### config.mk
export PLATFORM = sky130hd
export DESIGN_NAME = systolic_pe_v2
export DESIGN_NICKNAME = d
export VERILOG_FILES = /design/src/rtl/systolic_pe_v2.sv
export SDC_FILE = /design/constraint.sdc
export NUM_CORES = 1
export LEC_CHECK = 0
export ABC_AREA = 1
export ABC_CLOCK_PERIOD_IN_PS = 7250
export BUFFER_PORTS_ARGS = -buffer_cell sky130_fd_sc_hd__buf_2
export CORE_AREA = 2 2 175 177
export CTS_CLUSTER_DIAMETER = 30
export CTS_CLUSTER_SIZE = 8
export DETAILED_ROUTE_END_ITERATION = 16
export DIE_AREA = 0 0 177 179
export PLACE_DENSITY = 0.74
export SLEW_MARGIN = 15
export SYNTH_ARGS = -nofsm -noshare
export SYNTH_HDL_FRONTEND = slang
export SYNTH_SLANG_ARGS = --single-unit
### constraint.sdc
create_clock -name clk -period 7.25 [get_ports clk]
set_input_delay 1.0875 -clock clk [delete_from_list [all_inputs] [get_ports clk]]
set_output_delay 1.0875 -clock clk [all_outputs]
set_load 0.05 [all_outputs]
### src/rtl/systolic_pe_v2.sv
// Weight-stationary systolic processing element with a background weight
// buffer. Activations flow west->east, partial sums and weights flow
// north->south. The active weight is replaced from a circular buffer of
// preloaded slots on switch_in, so the next weight tile can stream in
// while the current one is still in use. The datapath is fixed-point with
// two saturation stages: after the product and after the accumulate.
module systolic_pe_v2 #(
  parameter int DATA_WIDTH = 16,
  parameter int FRAC_BITS  = 8,
  parameter int WBUF_DEPTH = 2
) (
  input  logic                              clk,
  input  logic                              rst,
  input  logic                              en,
  input  logic [DATA_WIDTH-1:0]             psum_in,
  input  logic [DATA_WIDTH-1:0]             weight_in,
  input  logic                              accept_w_in,
  input  logic [DATA_WIDTH-1:0]             data_in,
  input  logic                              valid_in,
  input  logic                              switch_in,
  output logic [DATA_WIDTH-1:0]             psum_out,
  output logic [DATA_WIDTH-1:0]             weight_out,
  output logic                              accept_w_out,
  output logic [DATA_WIDTH-1:0]             data_out,
  output logic                              valid_out,
  output logic                              switch_out,
  output logic [$clog2(WBUF_DEPTH+1)-1:0]   wbuf_count,
  output logic                              sat_flag,
  output logic                              wbuf_err
);

  localparam int CNT_W = $clog2(WBUF_DEPTH + 1);
  localparam int PTR_W = (WBUF_DEPTH > 1) ? $clog2(WBUF_DEPTH) : 1;
  localparam logic [PTR_W-1:0] PTR_LAST = PTR_W'(WBUF_DEPTH - 1);
  localparam logic [CNT_W-1:0] CNT_FULL = CNT_W'(WBUF_DEPTH);
  localparam logic [DATA_WIDTH-1:0] SAT_MAX = {1'b0, {(DATA_WIDTH-1){1'b1}}};
  localparam logic [DATA_WIDTH-1:0] SAT_MIN = {1'b1, {(DATA_WIDTH-1){1'b0}}};

  logic [DATA_WIDTH-1:0] slots [WBUF_DEPTH];
  logic [DATA_WIDTH-1:0] active_w;
  logic [PTR_W-1:0]      wr_ptr;
  logic [PTR_W-1:0]      rd_ptr;

  logic                    do_read;
  logic                    do_write;
  logic                    buf_err;
  logic [CNT_W-1:0]        count_next;
  logic [2*DATA_WIDTH-1:0] prod_full;
  logic [2*DATA_WIDTH-1:0] prod_shift;
  logic [DATA_WIDTH-1:0]   prod_sat;
  logic [DATA_WIDTH:0]     sum_ext;
  logic [DATA_WIDTH-1:0]   sum_sat;
  logic                    sat_hit;

  function automatic logic [PTR_W-1:0] ptr_inc(input logic [PTR_W-1:0] p);
    return (p == PTR_LAST) ? '0 : p + PTR_W'(1);
  endfunction

  // Buffer control: a switch frees the read slot, so a simultaneous write
  // is still accepted when the buffer is full.
  always_comb begin
    // NOTE: every combinational output gets a default first so no path can
    // leave it unassigned and infer a latch.
    do_read    = 1'b0;
    do_write   = 1'b0;
    buf_err    = 1'b0;
    count_next = wbuf_count;
    do_read    = switch_in && (wbuf_count != '0);
    do_write   = accept_w_in && ((wbuf_count != CNT_FULL) || do_read);
    buf_err    = (accept_w_in && !do_write) || (switch_in && (wbuf_count == '0));
    if (do_write && !do_read)      count_next = wbuf_count + CNT_W'(1);
    else if (!do_write && do_read) count_next = wbuf_count - CNT_W'(1);
  end

  // Fixed-point multiply-accumulate with saturation after each stage.
  always_comb begin
    prod_full  = '0;
    prod_shift = '0;
    prod_sat   = '0;
    sum_ext    = '0;
    sum_sat    = '0;
    sat_hit    = 1'b0;
    prod_full  = $signed({{DATA_WIDTH{data_out[DATA_WIDTH-1]}}, data_out}) *
                 $signed({{DATA_WIDTH{active_w[DATA_WIDTH-1]}}, active_w});
    prod_shift = $signed(prod_full) >>> FRAC_BITS;
    // The shifted product fits only if all bits above the target sign bit
    // replicate it.
    if (prod_shift[2*DATA_WIDTH-1:DATA_WIDTH-1] == '0 ||
        prod_shift[2*DATA_WIDTH-1:DATA_WIDTH-1] == '1) begin
      prod_sat = prod_shift[DATA_WIDTH-1:0];
    end else begin
      prod_sat = prod_shift[2*DATA_WIDTH-1] ? SAT_MIN : SAT_MAX;
      sat_hit  = 1'b1;
    end
    sum_ext = {prod_sat[DATA_WIDTH-1], prod_sat} + {psum_in[DATA_WIDTH-1], psum_in};
    if (sum_ext[DATA_WIDTH] == sum_ext[DATA_WIDTH-1]) begin
      sum_sat = sum_ext[DATA_WIDTH-1:0];
    end else begin
      sum_sat = sum_ext[DATA_WIDTH] ? SAT_MIN : SAT_MAX;
      sat_hit = 1'b1;
    end
  end

  // Forwarded and computed outputs, cleared by reset or by en low.
  always_ff @(posedge clk or posedge rst) begin
    // NOTE: sequential state uses non-blocking assignments so every register
    // samples the pre-edge values, independent of statement order.
    if (rst) begin
      psum_out     <= '0;
      weight_out   <= '0;
      accept_w_out <= 1'b0;
      data_out     <= '0;
      valid_out    <= 1'b0;
      switch_out   <= 1'b0;
      sat_flag     <= 1'b0;
      wbuf_err     <= 1'b0;
    end else if (!en) begin
      psum_out     <= '0;
      weight_out   <= '0;
      accept_w_out <= 1'b0;
      data_out     <= '0;
      valid_out    <= 1'b0;
      switch_out   <= 1'b0;
      sat_flag     <= 1'b0;
      wbuf_err     <= 1'b0;
    end else begin
      psum_out     <= sum_sat;
      weight_out   <= accept_w_in ? weight_in : '0;
      accept_w_out <= accept_w_in;
      if (valid_in) data_out <= data_in;
      valid_out    <= valid_in;
      switch_out   <= switch_in;
      sat_flag     <= sat_flag | sat_hit;
      wbuf_err     <= wbuf_err | buf_err;
    end
  end

  // Weight buffer, pointers, count and active weight.
  always_ff @(posedge clk or posedge rst) begin
    // NOTE: the slot array is deliberately cleared on reset: no stale weight
    // may survive a reset or disable, so it cannot map to a plain RAM.
    if (rst) begin
      for (int i = 0; i < WBUF_DEPTH; i++) slots[i] <= '0;
      active_w   <= '0;
      wr_ptr     <= '0;
      rd_ptr     <= '0;
      wbuf_count <= '0;
    end else if (!en) begin
      for (int i = 0; i < WBUF_DEPTH; i++) slots[i] <= '0;
      active_w   <= '0;
      wr_ptr     <= '0;
      rd_ptr     <= '0;
      wbuf_count <= '0;
    end else begin
      if (do_read) begin
        active_w <= slots[rd_ptr];
        rd_ptr   <= ptr_inc(rd_ptr);
      end
      if (do_write) begin
        slots[wr_ptr] <= weight_in;
        wr_ptr        <= ptr_inc(wr_ptr);
      end
      wbuf_count <= count_next;
    end
  end

endmodule

# Word level (Yosys, flattened, before mapping)
# Index checks and enable logic that the tools add are counted.
# W data, S select, Z words.
# word_totals
input_bits	54
word_cells	84
register_bits	105
output_inout_bits	55
# op_classes
n_bitwise	4
n_mux	35
add_sub_neg	5
mul	1
magnitude_cmp	3
n_eq_ne	7
reduce_logical	15
# ops
cell	n
$mux W16	15
$mux W32	2
$bwmux W32	1
$mul A16 B16 Y32	1
$add A16 B16 Y17	1
$eq A17 B17 Y1 const B	1
$logic_not A17 Y1	1
$demux W16 S1	1
$mux W1	13
$logic_and A1 B1 Y1	7
$mux W2	3
$ne A2 B1 Y1 const B	3
$ge A2 B2 Y1 const B	2
$not A1 Y2	2
$logic_or A1 B1 Y1	3
$ne A3 B1 Y1 const B	1
$add A1 B1 Y1 const B	2
$add A2 B1 Y2 const B	1
$logic_not A1 Y1	2
$logic_not A2 Y1	1
$lt A2 B1 Y1 const B	1
$ne A2 B2 Y1 const B	1
$or A1 B1 Y1	2
$reduce_bool A2 Y1	1
other kinds (2)	2

# Logic depth before layout (Yosys ltp)
# Gate-level depths: netlist of the first run.
# logic_depth
depth_word	9
ltp_mapped	50

# Worst setup path before layout of the first run
# No wires, ideal clock.
# synth_path
kind	register -> register
start	register data_out[15]
end	register psum_out[10]
stages_incl_launch_ff	44
n_path_buf	3
slack_ns	-0.820
arrival_ns	8.007
path_cell_list	dfrtp_1 > clkbuf_1 > clkbuf_1 > nand2_1 > fa_1 > inv_1 > fa_1 > inv_1 > fa_1 > inv_1 > fa_1 > inv_1 > fa_1 > inv_1 > fa_1 > ha_1 > nand2_1 > inv_1 > [8 not listed] > a21oi_1 > ha_1 > inv_1 > fa_1 > nor2_1 > nand2_1 > nand2_1 > nand2_1 > o211ai_2 > nand3_1 > nand3_1 > o21ai_0 > nand2_1 > nand2_1 > inv_1 > buf_2 > o21ai_0 > inv_1
# synth_between
elab_chain_cells	8
elab_cells_between_ends	11
cone_classes	1 x add/sub; 1 x mul; 2 x eq/ne; 5 x mux; 2 x reduce/logical
# synth_rtl
item	line_no	text
from (decl)	24	output logic [DATA_WIDTH-1:0] data_out,
from (signal assigned)	130	if (valid_in) data_out <= data_in;
$mul A16 B16 Y32 *	83	prod_full = $signed({{DATA_WIDTH{data_out[DATA_WIDTH-1]}}, data_out}) *
$eq A17 B17 Y1 / $logic_not A17 Y1 (equally long branches)	89, 88	
$logic_or A1 B1 Y1	88	if (prod_shift[2*DATA_WIDTH-1:DATA_WIDTH-1] == '0 ||
$mux W16 *	88	
$add A16 B16 Y17 *	95	sum_ext = {prod_sat[DATA_WIDTH-1], prod_sat} + {psum_in[DATA_WIDTH-1], psum_in};
$mux W16 / $eq A1 B1 Y1 (equally long branches)	99, 96	
$mux W16 *	96	if (sum_ext[DATA_WIDTH] == sum_ext[DATA_WIDTH-1]) begin
$mux W16 *	117	end else if (!en) begin
to (signal assigned)	127	psum_out <= sum_sat;
to (decl)	21	output logic [DATA_WIDTH-1:0] psum_out,
# Every way passes the cells marked *; elsewhere a longest branch is shown, timed or not.
# A chain may end at the register's enable or synchronous reset.

# Final worst setup path of the first run
# layout_path
start	register data_out[15]
end	register psum_out[6]
# The elaborated chain is that of the path after synthesis.

==> impl_metrics.prom, run 1 <==
# TYPE chip_impl_metric gauge
chip_impl_metric{name="clkTransAtPathRegs",unit="ns"} 0.08
chip_impl_info{name="worst_reg2reg_path_startpoint",value="data_out[15]$_DFFE_PP0P_"} 1
chip_impl_metric{name="synth.yosys.seq_area_share",unit=""} 0.165
chip_impl_metric{name="post_synth.cell_area_avg",unit="um2"} 7.79
chip_impl_metric{name="slew_headroom",unit=""} 0.273
chip_impl_metric{name="number_of_sinks_driven_by_the_clock_tree",unit=""} 105
chip_impl_metric{name="drt_first_pass_iters",unit=""} 5
chip_impl_metric{name="post_dp_cell_area",unit="um2"} 18400
chip_impl_metric{name="floorplan.initialDensity",unit=""} 0.532
chip_impl_metric{name="synthesis.nets",unit=""} 2461
chip_impl_metric{name="num_rows",unit=""} 64
chip_impl_metric{name="post_synth_xor_area_fraction",unit=""} 0.0203
chip_impl_metric{name="routed_wl",unit="mm"} 41.9
chip_impl_metric{name="final_critical_period",unit="ns"} 7.65
chip_impl_metric{name="areaGrowthSynthToFinish",unit="%"} 22.4
chip_impl_metric{name="postSynthCellCount",unit=""} 2049
chip_impl_metric{name="detail_route.vias_per_cell",unit=""} 5.06
chip_impl_metric{name="post-layout-total-power",unit="mW"} 7.10
chip_impl_metric{name="core-area",unit="um2"} 30000
chip_impl_metric{name="total_inserted_antenna_cells",unit=""} 0
chip_impl_metric{name="clock-skew-final",unit="ns"} 0.00943
chip_impl_metric{name="die_height",unit="um"} 179
chip_impl_metric{name="grt_first_pass_wirelength",unit="mm"} 69.9
chip_impl_metric{name="gp_congestion",unit=""} 0.942
chip_impl_info{name="tritoncts_clock_tree",value="done"} 1
chip_impl_metric{name="post-route-period-util",unit=""} 1.05
chip_impl_metric{name="synth.distinct_cells",unit=""} 46
chip_impl_metric{name="fmaxAchievable",unit="MHz"} 131
chip_impl_metric{name="cap_viol_max_count",unit=""} 0
chip_impl_metric{name="seq_power_share",unit=""} 0.111
chip_impl_metric{name="internal_portion_of_total_power",unit="mW"} 3.49
chip_impl_metric{name="ioPinCount",unit=""} 109
chip_impl_metric{name="post_synth_instance_area",unit="um2"} 16000
chip_impl_info{name="crit_type",value="flop to flop"} 1
chip_impl_metric{name="whs_path_depth",unit=""} 2
chip_impl_metric{name="peakVddDrop",unit="mV"} 0.537
chip_impl_metric{name="area_fraction_in_compound_gates_after_synthesis",unit=""} 0.0737
chip_impl_metric{name="total_count_of_max_transition_violations_in_the_final_report",unit=""} 0
chip_impl_metric{name="track_usage",unit=""} 0.281
chip_impl_info{name="outcome",value="finished with violations"} 1
chip_impl_metric{name="cts_max_path_buffers",unit=""} 2
chip_impl_metric{name="p_switching",unit="mW"} 3.61
chip_impl_metric{name="design_area",unit="um2"} 19500
chip_impl_info{name="post_synth_main_area_contributors",value="sky130_fd_sc_hd__fa_1 (33%), sky130_fd_sc_hd__dfrtp_1 (16%), sky130_fd_sc_hd__inv_1 (13%)"} 1
chip_impl_metric{name="drc",unit=""} 0
chip_impl_metric{name="antenna_found_initial",unit=""} 0
chip_impl_metric{name="die_area",unit="um2"} 31700
chip_impl_metric{name="grt_overflow_total",unit=""} 0
chip_impl_metric{name="power.density",unit="nW/um2"} 363
chip_impl_metric{name="ys.warnings.count",unit=""} 0
chip_impl_info{name="min-delay-path-class",value="flop to flop"} 1
chip_impl_metric{name="drtIter0Drc",unit=""} 906
chip_impl_metric{name="pwr-share-comb",unit=""} 0.817
chip_impl_info{name="crit_slowest_cell",value="sky130_fd_sc_hd__fa_1"} 1
chip_impl_metric{name="post_cts_hold_buffer_count",unit=""} 0
chip_impl_metric{name="routedWlPerCell",unit="um"} 15.5
chip_impl_metric{name="route.antenna.remaining_nets",unit=""} 0
chip_impl_metric{name="portion_of_total_power_attributed_to_the_clock_network",unit=""} 0.072
chip_impl_info{name="crit_path_end_kind",value="flop"} 1
chip_impl_metric{name="grt_pass1_vias",unit=""} 14448
chip_impl_info{name="grt_setup_unrepaired",value="yes"} 1
chip_impl_metric{name="report.final.hold_viol_count",unit=""} 0
chip_impl_metric{name="ctsHtreeMaxLevel",unit=""} 3
chip_impl_metric{name="cpPeakStageDelay",unit="ns"} 0.54
chip_impl_metric{name="synthMuxAreaShare",unit=""} 0
chip_impl_metric{name="final_nets",unit=""} 2722
chip_impl_metric{name="synth_adder_area_share",unit=""} 0.404
chip_impl_info{name="failing_checks",value="negative setup slack"} 1
chip_impl_metric{name="power.share.switching",unit=""} 0.508
chip_impl_metric{name="dp.final_hpwl",unit="mm"} 33.6
chip_impl_metric{name="grt_max_degree",unit=""} 85
chip_impl_info{name="hold_critical_path_endpoint",value="slots[27]$_DFFE_PP0P_"} 1
chip_impl_metric{name="clock_network_latency_to_the_later_pin_of_the_worst_skew_pair",unit="ns"} 0.38
chip_impl_info{name="root_buffer",value="sky130_fd_sc_hd__clkbuf_16"} 1
chip_impl_metric{name="post-synth-top-area-fraction",unit=""} 0.329
chip_impl_metric{name="setup-violations-final",unit=""} 17
chip_impl_metric{name="cts-buffers-inserted",unit=""} 9
chip_impl_info{name="layout_commonest_cell",value="sky130_fd_sc_hd__inv_1"} 1
chip_impl_info{name="most_frequent_cells_in_the_layout",value="sky130_fd_sc_hd__inv_1 (541), sky130_fd_sc_hd__nand2_1 (472), sky130_fd_sc_hd__fa_1 (259), sky130_fd_sc_hd__buf_4 (198), sky130_fd_sc_hd__buf_2 (109)"} 1
chip_impl_metric{name="die_width",unit="um"} 177
chip_impl_info{name="timing.hold.worst.start",value="slots[27]$_DFFE_PP0P_"} 1
chip_impl_info{name="worstReg2RegEnd",value="psum_out[6]$_DFF_PP0_"} 1
chip_impl_metric{name="detailroute.via_count",unit=""} 13715
chip_impl_metric{name="cp.arrival",unit="ns"} 7.96
chip_impl_info{name="synth_top_family_by_area",value="adder cells"} 1
chip_impl_metric{name="worstRegToRegCells",unit=""} 43
chip_impl_metric{name="worst-endpoint-required",unit="ns"} 7.57
chip_impl_metric{name="drive_above_1_share",unit=""} 0.247
chip_impl_metric{name="worstMarginPinSlew",unit="ns"} 1.09
chip_impl_info{name="cell_type_contributing_the_most_total_cell_area_after_synthesis",value="sky130_fd_sc_hd__fa_1"} 1
chip_impl_metric{name="layout.core_utilization",unit=""} 0.651
chip_impl_metric{name="place_worst_setup_slack",unit="ns"} -0.521
chip_impl_metric{name="leakage",unit="nW"} 11.3
chip_impl_info{name="crit_path_start_kind",value="flop"} 1
chip_impl_metric{name="place.port_buffers",unit=""} 108
chip_impl_metric{name="yosys_reg_bits",unit=""} 105
chip_impl_metric{name="regToRegSetupSlack",unit="ns"} -0.40
chip_impl_metric{name="synth_simple_gate_area_share",unit=""} 0.181
chip_impl_metric{name="critical_path.max_fanout",unit=""} 9
chip_impl_metric{name="layout_setup_ws",unit="ns"} -0.395
## Yosys cell counts, drive strengths merged
master / n
nor2: 89
nand2: 539
a21boi: 1
and2: 1
nor4: 1
a31oi: 3
buf: 8
clkbuf: 76
o22ai: 18
or2: 2
nor3: 10
a21oi: 75
nand4: 5
fa: 262
a21o: 1
o21ai: 97
dfrtp: 105
o21bai: 5
clkinv: 1
xnor2: 21
o2111ai: 1
o31ai: 2
inv: 570
nand3: 38
ha: 96
xor2: 16
o211ai: 5
and3: 1
## metrics by stage
stage | TNS [ns] | instances | hold slack (ns)
after floorplan | -2.15 | 2049 | 0.469
after global placement | -6.38 | 2653 | 0.486
after detailed placement | -7.92 | 2653 | 0.493
after CTS | -5.29 | 2685 | 0.511
after global routing | -12.58 | 2711 | 0.538
final | -6.05 | 2711 | 0.514
## sequential cells by signal, indices dropped and copies added (netlist names)
name,cells
sat_flag,1
psum_out,16
switch_out,1
valid_out,1
rd_ptr,1
data_out,16
wbuf_count,2
active_w,16
weight_out,16
wbuf_err,1
accept_w_out,1
slots,32
wr_ptr,1
## worst max-delay path: cells and delay by family, from the launching register on
family	cells	cell delay, ns
XOR/XNOR	1	0.18
adder cells (fa/ha/maj)	8	3.63
AO/OA/AOI/OAI	3	0.40
flip-flops	1	0.48
AND/OR/NAND/NOR	20	1.99
buffers and inverters	11	0.91
## power by group through the flow
| stage | Sequential, mW | Clock (mW) | Combinational, mW |
|---|---|---|---|
| after detailed placement | 0.795 | 0 | 4.84 |
| final | 0.784 | 0.513 | 5.80 |
| after global placement | 0.792 | 0 | 4.75 |
| after CTS | 0.787 | 0.525 | 5.23 |
| after global routing | 0.795 | 0.551 | 6.35 |
| after floorplan | 0.932 | 0 | 2.96 |
## cell type report
type | count | area, um2
well taps | 396 | 495
clock buffers | 10 | 239
clock inverters | 6 | 65.1
inverters | 571 | 2170
fillers | 2504 | 10500
repair buffers | 334 | 2450
multi-input cells | 1289 | 11500
flip-flops and latches | 105 | 2660
## logic make-up after synthesis
group | Yosys count
buffers and inverters | 655
adder cells (fa/ha/maj) | 358
XOR/XNOR | 37
AND/OR/NAND/NOR | 686
flip-flops | 105
AO/OA/AOI/OAI | 208
## timing repair
item	CTS	global route
setup buffers	16	26
endpoints found under the setup margin	17	17
gates resized for setup	57	89
hold endpoints to repair	0	0
pin swaps	24	49
## metal layers
layer  wire length (um)  global-route usage
met1              17300               0.368
met2              20800               0.478
met3               2680              0.0397
met4               1110              0.0995
met5                  0                   0
## worst max-delay path by stage
| stage | start | end | slack, ns | depth (start not counted) |
|---|---|---|---|---|
| detailed placement | data_out[15]$_DFFE_PP0P_ | psum_out[11]$_DFF_PP0_ | -0.52 | 36 |
| global route | active_w[3]$_DFFE_PP0P_ | psum_out[6]$_DFF_PP0_ | -0.78 | 37 |
| finish | data_out[15]$_DFFE_PP0P_ | psum_out[6]$_DFF_PP0_ | -0.40 | 43 |
| global placement | data_out[15]$_DFFE_PP0P_ | psum_out[12]$_DFF_PP0_ | -0.43 | 42 |
| floorplan | data_out[15]$_DFFE_PP0P_ | psum_out[10]$_DFF_PP0_ | -0.19 | 41 |
| CTS | data_out[15]$_DFFE_PP0P_ | psum_out[12]$_DFF_PP0_ | -0.34 | 41 |
Power figures use the tool's default switching activity.
==> run 2: changes to the inputs <==
--- a/config.mk
+++ b/config.mk
@@ -13,6 +13,7 @@
 export CTS_CLUSTER_SIZE = 8
 export DETAILED_ROUTE_END_ITERATION = 16
 export DIE_AREA = 0 0 177 179
+export GPL_TIMING_DRIVEN = 0
 export PLACE_DENSITY = 0.74
 export SLEW_MARGIN = 15
 export SYNTH_ARGS = -nofsm -noshare
==> run 2 against run 1 <==
The run still ends with negative setup slack left. Clock skew is 0.0088 ns higher. Global-route usage is 1.3 points higher. Critical path depth stayed put. Critical endpoint is now psum_out[14]$_DFF_PP0_. Worst setup slack worse by 0.22 ns. Flip-flop and latch count stayed put. Count of clock-buffer cells in the layout is 1 lower. Sequential power hardly changed. Fmax is 2.8% lower.
==> impl_metrics.prom, run 2 (synthesized netlist as in run 1, its figures left out) <==
# TYPE chip_impl_metric gauge
chip_impl_metric{name="clkTransAtPathRegs",unit="ns"} 0.09
chip_impl_metric{name="clock-skew-final",unit="ns"} 0.0182
chip_impl_metric{name="track_usage",unit=""} 0.294
chip_impl_info{name="crit_path_end_kind",value="flop"} 1
chip_impl_info{name="failing_checks",value="negative setup slack"} 1
chip_impl_metric{name="cap_viol_max_count",unit=""} 0
chip_impl_metric{name="grt_overflow_total",unit=""} 0
chip_impl_metric{name="report.final.hold_viol_count",unit=""} 0
chip_impl_info{name="grt_setup_unrepaired",value="yes"} 1
chip_impl_metric{name="worstMarginPinSlew",unit="ns"} 0.836
chip_impl_metric{name="total_count_of_max_transition_violations_in_the_final_report",unit=""} 0
chip_impl_info{name="tritoncts_clock_tree",value="done"} 1
chip_impl_info{name="worst_path_most_repeated_cell",value="sky130_fd_sc_hd__nand2_2"} 1
chip_impl_info{name="root_buffer",value="sky130_fd_sc_hd__clkbuf_16"} 1
chip_impl_metric{name="place_worst_setup_slack",unit="ns"} -1.26
chip_impl_metric{name="die_height",unit="um"} 179
chip_impl_metric{name="setup-violations-final",unit=""} 17
chip_impl_metric{name="post_cts_hold_buffer_count",unit=""} 0
chip_impl_metric{name="total_inserted_antenna_cells",unit=""} 0
chip_impl_metric{name="ctsHtreeMaxLevel",unit=""} 3
chip_impl_metric{name="fmaxAchievable",unit="MHz"} 127
chip_impl_metric{name="cp.buffers_inverters",unit=""} 11
chip_impl_metric{name="ioPinCount",unit=""} 109
chip_impl_metric{name="drtIter0Drc",unit=""} 1091
chip_impl_metric{name="layout_setup_ws",unit="ns"} -0.618
chip_impl_metric{name="clock_network_latency_to_the_later_pin_of_the_worst_skew_pair",unit="ns"} 0.38
chip_impl_metric{name="critical_path.max_fanout",unit=""} 8
chip_impl_info{name="min-delay-path-class",value="flop to flop"} 1
chip_impl_metric{name="grt_max_degree",unit=""} 84
chip_impl_info{name="outcome",value="finished with violations"} 1
chip_impl_metric{name="antenna_found_initial",unit=""} 0
chip_impl_info{name="launching_instance_or_port_of_the_critical_path",value="data_out[15]$_DFFE_PP0P_"} 1
chip_impl_metric{name="cp.arrival",unit="ns"} 8.14
chip_impl_info{name="layout_commonest_cell",value="sky130_fd_sc_hd__inv_1"} 1
chip_impl_metric{name="grt_first_pass_wirelength",unit="mm"} 71.1
chip_impl_metric{name="final_nets",unit=""} 2620
chip_impl_metric{name="detailroute.via_count",unit=""} 13471
chip_impl_metric{name="leakage",unit="nW"} 10.7
chip_impl_metric{name="die_width",unit="um"} 177
chip_impl_metric{name="worst-endpoint-required",unit="ns"} 7.52
chip_impl_metric{name="power.density",unit="nW/um2"} 344
chip_impl_info{name="crit_path_start_kind",value="flop"} 1
chip_impl_info{name="most_frequent_cells_in_the_layout",value="sky130_fd_sc_hd__inv_1 (541), sky130_fd_sc_hd__nand2_1 (467), sky130_fd_sc_hd__fa_1 (257), sky130_fd_sc_hd__buf_2 (109), sky130_fd_sc_hd__o21ai_0 (89)"} 1
chip_impl_metric{name="place_inst",unit=""} 2554
chip_impl_info{name="timing.hold.worst.start",value="slots[30]$_DFFE_PP0P_"} 1
chip_impl_info{name="crit_type",value="flop to flop"} 1
chip_impl_metric{name="gp_congestion",unit=""} 0.930
chip_impl_info{name="worst_reg2reg_path_startpoint",value="data_out[15]$_DFFE_PP0P_"} 1
chip_impl_metric{name="num_rows",unit=""} 64
chip_impl_metric{name="routed_wl",unit="mm"} 43.2
chip_impl_metric{name="slew_headroom",unit=""} 0.443
chip_impl_metric{name="number_of_fill_cells_in_the_layout",unit=""} 2614
chip_impl_metric{name="peakVddDrop",unit="mV"} 0.362
chip_impl_info{name="crit_slowest_cell",value="sky130_fd_sc_hd__fa_2"} 1
chip_impl_metric{name="drc",unit=""} 0
chip_impl_metric{name="grt_pass1_vias",unit=""} 13989
chip_impl_metric{name="floorplan.initialDensity",unit=""} 0.532
chip_impl_metric{name="drive_above_1_share",unit=""} 0.211
chip_impl_metric{name="largest_reg_flops",unit=""} 32
chip_impl_metric{name="die_area",unit="um2"} 31700
chip_impl_metric{name="finalNonFillerCells",unit=""} 2609
chip_impl_info{name="crit_family",value="adder cells"} 1
chip_impl_metric{name="number_of_sinks_driven_by_the_clock_tree",unit=""} 105
chip_impl_metric{name="route.antenna.remaining_nets",unit=""} 0
chip_impl_metric{name="post-route-period-util",unit=""} 1.09
chip_impl_metric{name="final_critical_period",unit="ns"} 7.87
chip_impl_metric{name="drt_first_pass_iters",unit=""} 5
chip_impl_metric{name="cts_max_path_buffers",unit=""} 2
chip_impl_metric{name="detail_route.vias_per_cell",unit=""} 5.16
chip_impl_metric{name="cts-buffers-inserted",unit=""} 9
chip_impl_metric{name="areaGrowthSynthToFinish",unit="%"} 17.3
chip_impl_info{name="largest_register",value="slots"} 1
chip_impl_metric{name="routedWlPerCell",unit="um"} 16.6
chip_impl_metric{name="core-area",unit="um2"} 30000
chip_impl_metric{name="place.port_buffers",unit=""} 108
chip_impl_metric{name="cpPeakStageDelay",unit="ns"} 0.59
chip_impl_metric{name="dp.final_hpwl",unit="mm"} 34.1
[run 2: timing repair]
action | in CTS | in global routing
buffers inserted | 57 | 4
cloned | 4 | 0
gates resized for setup | 162 | 41
pin swaps | 58 | 14
endpoints found under the setup margin | 17 | 17
[run 2: stage by stage]
stage / util / instance area [um2] / hold slack (ns) / power [mW] / setup TNS [ns]
2_1_floorplan: - / 16200 / 0.469 / 3.89 / -2.15
3_3_place_gp: 0.575 / 17300 / 0.487 / 4.76 / -17.78
3_5_place_dp: 0.576 / 17300 / 0.492 / 4.83 / -19.68
4_1_cts: 0.618 / 18600 / 0.510 / 6.17 / -7.09
5_1_grt: 0.624 / 18700 / 0.540 / 7.00 / -14.54
6_report: 0.624 / 18700 / 0.508 / 6.44 / -9.53
[run 2: final cells by class]
| class | count | area, um2 | area share |
|---|---|---|---|
| repair buffers | 173 | 1100 | 0.0587 |
| plain buffers | 58 | 440 | 0.0235 |
| clock inverters | 7 | 115 | 0.00615 |
| well taps | 396 | 495 | 0.0265 |
| flip-flops and latches | 105 | 2660 | 0.142 |
| multi-input cells | 1290 | 11500 | 0.615 |
| clock buffers | 9 | 225 | 0.0120 |
| inverters | 571 | 2160 | 0.115 |
[run 2: worst min-delay path, stage by stage (launching register included)]
cell and delay (ns):
sky130_fd_sc_hd__dfrtp_1 0.34, sky130_fd_sc_hd__o21ai_0 0.07, sky130_fd_sc_hd__o21ai_0 0.07
[run 2: report_power, final]
group / switching, mW / internal [mW]
logic: 3.12 / 1.97
clock network: 0.285 / 0.286
registers: 0.0833 / 0.698
[run 2: per-layer routing]
| layer | global-route usage | part of all wire |
|---|---|---|
| met5 | 0.0192 | 0.0015 |
| met4 | 0.114 | 0.045 |
| met3 | 0.0651 | 0.088 |
| met2 | 0.461 | 0.45 |
| met1 | 0.396 | 0.42 |
[run 2: worst paths after layout]
kind,to,slack (ns),cells after the start
min in group asynchronous,data_out[14]$_DFFE_PP0P_,0.65,2
max,psum_out[14]$_DFF_PP0_,-0.62,43
max in group asynchronous,data_out[1]$_DFFE_PP0P_,5.90,3
min,slots[30]$_DFFE_PP0P_,0.51,2
min reg2reg,slots[30]$_DFFE_PP0P_,0.51,2
max reg2reg,psum_out[14]$_DFF_PP0_,-0.62,43
